`config.mk`:
```
export PLATFORM = sky130hd
export DESIGN_NAME = stack_op_sequencer
export DESIGN_NICKNAME = d
export VERILOG_FILES = /design/src/rtl/stack_op_sequencer.sv
export SDC_FILE = /design/constraint.sdc
export NUM_CORES = 1
export LEC_CHECK = 0
export BUFFER_PORTS_ARGS = -buffer_cell sky130_fd_sc_hd__buf_4
export CAP_MARGIN = 0
export CORE_MARGIN = 2
export CORE_UTILIZATION = 57
export CTS_BUF_LIST = sky130_fd_sc_hd__clkbuf_8
export CTS_CLUSTER_DIAMETER = 80
export CTS_CLUSTER_SIZE = 10
export DETAILED_ROUTE_END_ITERATION = 10
export PLACE_DENSITY = 0.79
export SLEW_MARGIN = 0
export SYNTH_ARGS = -nofsm -noshare
export SYNTH_HDL_FRONTEND = slang
export SYNTH_SLANG_ARGS = --single-unit
```
`constraint.sdc`:
```
create_clock -name clk -period 4.4 [get_ports clk]
set_input_delay 0.22 -clock clk [delete_from_list [all_inputs] [get_ports clk]]
set_output_delay 0.22 -clock clk [all_outputs]
set_load 0.01 [all_outputs]
```
`src/rtl/stack_op_sequencer.sv`:
```
`default_nettype none
// ============================================================================
// Module   : stack_op_sequencer
// Purpose  : Sequences stack PUSH/POP operations. Owns the stack pointer,
//            drives the word-wide data-memory port for stack accesses, and
//            splits 32-bit pushes/pops into two word accesses. Publishes the
//            SP step code (000 hold, 011 +1, 100 -1) for the SP update path.
// Ports    : clk, Rst (async, active-low)
//            op_valid/op_code/op_wdata/op_ready - operation request handshake
//            mem_req/mem_we/mem_addr/mem_wdata/mem_rdata/mem_ack - memory port
//            done/fault/rd_data - completion pulse, fault pulse, pop result
//            sp/sp_ctrl - current stack pointer and SP step code
// Revision : 1.0 - initial release
// ============================================================================
module stack_op_sequencer #(
  parameter int                  ADDR_W   = 20,
  parameter int                  DATA_W   = 16,
  parameter logic [ADDR_W-1:0]   SP_RESET = 20'hFFFFF,
  parameter logic [ADDR_W-1:0]   SP_LIMIT = 20'h00800
) (
  input  logic                  clk,
  input  logic                  Rst,
  input  logic                  op_valid,
  input  logic [2:0]            op_code,
  input  logic [2*DATA_W-1:0]   op_wdata,
  output logic                  op_ready,
  output logic                  mem_req,
  output logic                  mem_we,
  output logic [ADDR_W-1:0]     mem_addr,
  output logic [DATA_W-1:0]     mem_wdata,
  input  logic [DATA_W-1:0]     mem_rdata,
  input  logic                  mem_ack,
  output logic                  done,
  output logic [2*DATA_W-1:0]   rd_data,
  output logic                  fault,
  output logic [ADDR_W-1:0]     sp,
  output logic [2:0]            sp_ctrl
);

  localparam logic [2:0] c_op_push16 = 3'b001;
  localparam logic [2:0] c_op_pop16  = 3'b010;
  localparam logic [2:0] c_op_push32 = 3'b011;
  localparam logic [2:0] c_op_pop32  = 3'b100;

  localparam logic [2:0] c_step_hold = 3'b000;
  localparam logic [2:0] c_step_inc1 = 3'b011;
  localparam logic [2:0] c_step_dec1 = 3'b100;

  localparam logic [ADDR_W-1:0] c_one = {{(ADDR_W-1){1'b0}}, 1'b1};

  typedef enum logic [2:0] {
    S_IDLE  = 3'd0,
    S_CHECK = 3'd1,
    S_WR_HI = 3'd2,
    S_WR_LO = 3'd3,
    S_RD_LO = 3'd4,
    S_RD_HI = 3'd5,
    S_DONE  = 3'd6
  } state_t;

  state_t                r_state;
  logic [2:0]            r_code;
  logic [2*DATA_W-1:0]   r_wdata;
  logic [ADDR_W-1:0]     r_sp;
  logic                  r_req;
  logic                  r_we;
  logic [ADDR_W-1:0]     r_addr;
  logic [DATA_W-1:0]     r_mem_wdata;
  logic                  r_done;
  logic                  r_fault;
  logic [2*DATA_W-1:0]   r_rd_data;
  logic                  r_ready;

  logic                  w_is_32;
  logic                  w_is_push;
  logic                  w_is_pop;
  logic [ADDR_W:0]       w_sp_ext;
  logic [ADDR_W:0]       w_push_floor;
  logic [ADDR_W:0]       w_pop_top;
  logic                  w_push_ok;
  logic                  w_pop_ok;

  assign w_is_32   = (r_code == c_op_push32) || (r_code == c_op_pop32);
  assign w_is_push = (r_code == c_op_push16) || (r_code == c_op_push32);
  assign w_is_pop  = (r_code == c_op_pop16)  || (r_code == c_op_pop32);

  // Bounds are evaluated one bit wider than SP so neither side can wrap.
  // Push: sp - (n-1) >= LIMIT is rewritten as sp >= LIMIT + (n-1).
  assign w_sp_ext     = {1'b0, r_sp};
  assign w_push_floor = {1'b0, SP_LIMIT} + {{ADDR_W{1'b0}}, w_is_32};
  assign w_pop_top    = w_sp_ext + {{(ADDR_W-1){1'b0}}, w_is_32, ~w_is_32};
  assign w_push_ok    = (w_sp_ext >= w_push_floor);
  assign w_pop_ok     = (w_pop_top <= {1'b0, SP_RESET});

  always_ff @(posedge clk or negedge Rst) begin
    if (!Rst) begin
      r_state     <= S_IDLE;
      r_code      <= 3'b000;
      r_wdata     <= '0;
      r_sp        <= SP_RESET;
      r_req       <= 1'b0;
      r_we        <= 1'b0;
      r_addr      <= '0;
      r_mem_wdata <= '0;
      r_done      <= 1'b0;
      r_fault     <= 1'b0;
      r_rd_data   <= '0;
      r_ready     <= 1'b1;
    end else begin
      case (r_state)
        S_IDLE: begin
          if (op_valid) begin
            r_code  <= op_code;
            r_wdata <= op_wdata;
            r_ready <= 1'b0;
            if ((op_code == c_op_push16) || (op_code == c_op_pop16) ||
                (op_code == c_op_push32) || (op_code == c_op_pop32)) begin
              r_state <= S_CHECK;
            end else begin
              r_done  <= 1'b1;
              r_state <= S_DONE;
            end
          end
        end

        S_CHECK: begin
          if (w_is_push && w_push_ok) begin
            r_req       <= 1'b1;
            r_we        <= 1'b1;
            r_addr      <= r_sp;
            r_mem_wdata <= w_is_32 ? r_wdata[2*DATA_W-1:DATA_W] : r_wdata[DATA_W-1:0];
            r_state     <= w_is_32 ? S_WR_HI : S_WR_LO;
          end else if (w_is_pop && w_pop_ok) begin
            r_req   <= 1'b1;
            r_we    <= 1'b0;
            r_addr  <= r_sp + c_one;
            r_state <= S_RD_LO;
          end else begin
            r_done  <= 1'b1;
            r_fault <= 1'b1;
            r_state <= S_DONE;
          end
        end

        S_WR_HI: begin
          if (mem_ack) begin
            // Request stays up: the low-word write follows immediately.
            r_sp        <= r_sp - c_one;
            r_addr      <= r_addr - c_one;
            r_mem_wdata <= r_wdata[DATA_W-1:0];
            r_state     <= S_WR_LO;
          end
        end

        S_WR_LO: begin
          if (mem_ack) begin
            r_sp    <= r_sp - c_one;
            r_req   <= 1'b0;
            r_we    <= 1'b0;
            r_done  <= 1'b1;
            r_state <= S_DONE;
          end
        end

        S_RD_LO: begin
          if (mem_ack) begin
            r_sp                     <= r_sp + c_one;
            r_rd_data[DATA_W-1:0]    <= mem_rdata;
            if (w_is_32) begin
              r_addr  <= r_addr + c_one;
              r_state <= S_RD_HI;
            end else begin
              r_rd_data[2*DATA_W-1:DATA_W] <= '0;
              r_req   <= 1'b0;
              r_done  <= 1'b1;
              r_state <= S_DONE;
            end
          end
        end

        S_RD_HI: begin
          if (mem_ack) begin
            r_sp                         <= r_sp + c_one;
            r_rd_data[2*DATA_W-1:DATA_W] <= mem_rdata;
            r_req                        <= 1'b0;
            r_done                       <= 1'b1;
            r_state                      <= S_DONE;
          end
        end

        S_DONE: begin
          r_done  <= 1'b0;
          r_fault <= 1'b0;
          r_ready <= 1'b1;
          r_state <= S_IDLE;
        end

        default: begin
          r_req   <= 1'b0;
          r_done  <= 1'b0;
          r_fault <= 1'b0;
          r_ready <= 1'b1;
          r_state <= S_IDLE;
        end
      endcase
    end
  end

  // Step code describes the SP change taking effect at the end of this cycle.
  always_comb begin
    sp_ctrl = c_step_hold;
    if (mem_ack) begin
      if ((r_state == S_WR_HI) || (r_state == S_WR_LO)) begin
        sp_ctrl = c_step_dec1;
      end else if ((r_state == S_RD_LO) || (r_state == S_RD_HI)) begin
        sp_ctrl = c_step_inc1;
      end
    end
  end

  // Request is also gated by reset so it falls in the same instant reset asserts.
  assign mem_req   = r_req & Rst;
  assign mem_we    = r_we;
  assign mem_addr  = r_addr;
  assign mem_wdata = r_mem_wdata;
  assign op_ready  = r_ready;
  assign done      = r_done;
  assign fault     = r_fault;
  assign rd_data   = r_rd_data;
  assign sp        = r_sp;

endmodule
`default_nettype wire

```
==> summary.txt <==
gr usage total: 0.305
fin crit share: 0.917
number of vias per cell: 5.85
routed wire length: 21.0 mm
Die ar.: 14,000 um^2
share of cells above drive strength 1: 0.301
Ports: 151
nature of the critical path endpoint: register
area post-placement: 8730 um^2
multi-input combinational cell area: 3910 um^2
Post-Syn Area: 7470 um^2
global-route wire length before repair: 34.1 mm
# setup viols final: 0
via count: 6,786
initial antenna violation count: 0
Pins Over Slew Limit: 0
CTS root buffer: clkbuf_8
final setup TNS: 0 ns
Nets: 1,054
Worst EP arrival: 4.38 ns
Hold Vio Cnt, Final: 0
gpl congestion: 0.971
Num CTS Buffers: 17
Sink Count: 131
Async S/R FF share, synth: 1.00
CP max FO: 24
Setup Skew: 0.00708 ns
htree depth: 4
Max transition margin: 0.125
status: finished, final reports clean
CP required: 4.75 ns
Netlist cell types: 73
type of origin of the critical path: register
Post-Synth Simple-Gate Area: 0.176
WL/cell: 18.1 um
Yosys reg bits: 131
critical path class: register to register
yosys warns: 0
largest net degree at the start of global routing: 59
row count: 41
syn nets: 861
Core Area: 12,700 um^2
unrepaired setup endpoints after global routing: false
CTS tree: done
Worst VDD drop: 0.393 mV
Max Buffers Root-to-Sink: 2
DRC: 0
area growth from synthesis to layout: 29.1%
# diodes: 0
Synth Flop Type: dfrtp_1
Die H: 118 um
1st-pass router iterations: 5
Post-Synthesis Cells: 782
Tmin final: 4.03 ns
postcts setup bufs: 0
Die X: 118 um
initial core utilization: 0.587
Max Clk Rate: 0.248 GHz
grt ovf: 0
final instance area: 9640 um^2
port bufs: 150
Synth Area per Inst: 9.55 um^2
Synth Area in Compound Gates: 0.145
Leak: 0.00433 uW
EDFF count, synth: 0
Power Density: 807 nW/um^2
largest family of logic cells by synthesized area: simple AND/OR/NAND/NOR gates
Fill cells: 909
Hold Path Class: input port to register
register area: 3300 um^2
Synth Area in XOR/XNOR: 0.0528
Max-cap violations: 0
CTS clk-pin slew, worst paths: 0.08 ns
vias in the first global route: 6,865
clock latency on the worst-skew pair: 0.47 ns
Routed Antenna Nets: 0
adder-cell share of the synthesized area: 0.0422
HPWL after detailed placement: 14.2 mm
DRT iter0 DRCs: 557
sequential-to-total area share from yosys stat: 0.442
mux contribution to synthesized area: 0.105
Worst Tran Pin Value: 1.30 ns
-- registers in the layout, summed over array words and instances, names as in the netlist --
signal,count
rd_data,32
r_wdata,32
mem_wdata,16
r_req,1
done,1
r_state,3
mem_we,1
sp,20
r_code,3
op_ready,1
fault,1
mem_addr,20
-- worst max-delay path, stage by stage (launching register included) --
cell and delay [ns]:
dfrtp_1 0.42, nand2b_1 0.17, o22ai_1 0.43, inv_1 0.26, ha_1 0.24, inv_1 0.06, fa_1 0.16, nor2_1 0.05
a311oi_2 0.51, o21bai_1 0.24, a21o_1 0.45, buf_4 0.29, a221o_1 0.36, a311o_1 0.27
-- Yosys cell counts (all sizes together) (2+ instances only) --
library cell    n  area, um^2
xor2           17         149
a21oi          68         344
nand2          86         323
nor3b           2        20.0
a22oi           3        22.5
ha             22         275
and2            3        18.8
dfrtp         110        2750
nor2b           3        18.8
inv            13        48.8
nand3          31         155
or2             4        25.0
nand4           5        31.3
a211oi          4        35.0
o22ai           6        37.5
nor4            7        56.3
o21bai          4        30.0
nand2b          8        50.1
o21ai          47         243
and3            5        31.3
nor3           17         100
fa              2        40.0
dfstp          21         552
a21o           12        90.1
or4             4        37.5
mux2i          20         200
a311oi          2        41.3
nor2           81         307
o211ai          3        22.5
a211o           3        26.3
a31oi           8        50.1
or3            14        87.6
buf            20         124
xnor2          28         245
clkbuf         25        95.1
mux2           52         586
-- power breakdown --
part / switching [uW] / leakage [uW] / internal, uW
clock: 522 / 0.000193 / 506
sequential: 574 / 0.00156 / 1820
combinational: 2360 / 0.00257 / 2000
total: 3450 / 0.00433 / 4330
-- repair_timing --
| action | in CTS | in global routing |
|---|---|---|
| hold buffers | 52 | 0 |
| setup endpoints to repair | 0 | 0 |
| resized for setup | 0 | 0 |
| hold endpoints to repair | 109 | 0 |
-- path summary, 6_finish.rpt --
kind / start / endpoint / cells past startpoint / slack, ns
max: r_code[1] / mem_addr[19] / 13 / 0.37
min: mem_ack / sp[3] / 3 / 0.09
max reg2reg: r_code[1] / mem_addr[19] / 13 / 0.37
min reg2reg: rd_data[18] / rd_data[18] / 2 / 0.47
max in group asynchronous: Rst / rd_data[21] / 3 / 2.84
min in group asynchronous: Rst / r_wdata[9] / 2 / 0.38
-- metal layers --
| metal | global-route usage | vias to the layer above | part of all wire | wire (um) |
|---|---|---|---|---|
| li1 | - | 3148 | - | - |
| met1 | 0.371 | 3280 | 0.40 | 8400 |
| met2 | 0.514 | 316 | 0.50 | 10500 |
| met3 | 0.0907 | 42 | 0.079 | 1660 |
| met4 | 0.109 | 0 | 0.021 | 443 |
| met5 | 0 | - | 0 | 0 |
-- layout by cell type, fill, tap and decap left out, types with 4 or more instances in the layout --
cell type	count
dfstp_2	21
ha_1	22
dfrtp_1	110
buf_4	167
nand3_1	31
a21o_1	12
nor2_1	80
a21oi_1	65
nor3_1	14
o21ai_0	37
inv_6	4
nor4_1	5
clkbuf_8	17
a31oi_1	7
mux2i_1	20
and3_1	5
nand4_1	5
o21bai_1	4
xor2_1	17
or3_1	14
nand2b_1	8
o21ai_1	8
xnor2_1	28
clkinv_2	4
o22ai_1	6
nand2_1	86
mux2_2	52
dlygate4sd3_1	52
inv_1	13
-- cells by family (layout without fill, tap and decap cells) --
| kind of cell | Yosys count | in the layout |
|---|---|---|
| AND/OR/NAND/NOR | 276 | 276 |
| AO/OA/AOI/OAI | 175 | 175 |
| adder cells (fa/ha/maj) | 24 | 24 |
| multiplexers | 72 | 72 |
| XOR/XNOR | 45 | 45 |
| flip-flops | 131 | 131 |
| buffers and inverters | 59 | 265 |
-- stage by stage --
step           power (uW)  hold WS [ns]  utilization  instances  setup WS (ns)
5_1_grt              8310        0.0792        0.758       1160          0.122
3_3_place_gp         6400         0.318        0.686       1076          0.727
4_1_cts              7700        0.0695        0.758       1160          0.408
2_1_floorplan        5230       -0.0756            -        782          0.520
3_5_place_dp         6620         0.337        0.686       1076          0.430
6_report             7780        0.0892        0.758       1160          0.367
-- cell type report --
type / instances / share of cell area
clock buffers: 17 / 0.0243
clock inverters: 15 / 0.0161
inverters: 14 / 0.00545
multi-input cells: 592 / 0.405
flip-flops and latches: 131 / 0.343
well taps: 172 / 0.0223
repair buffers: 219 / 0.184
No activity file was read; power rests on OpenSTA's default activity.
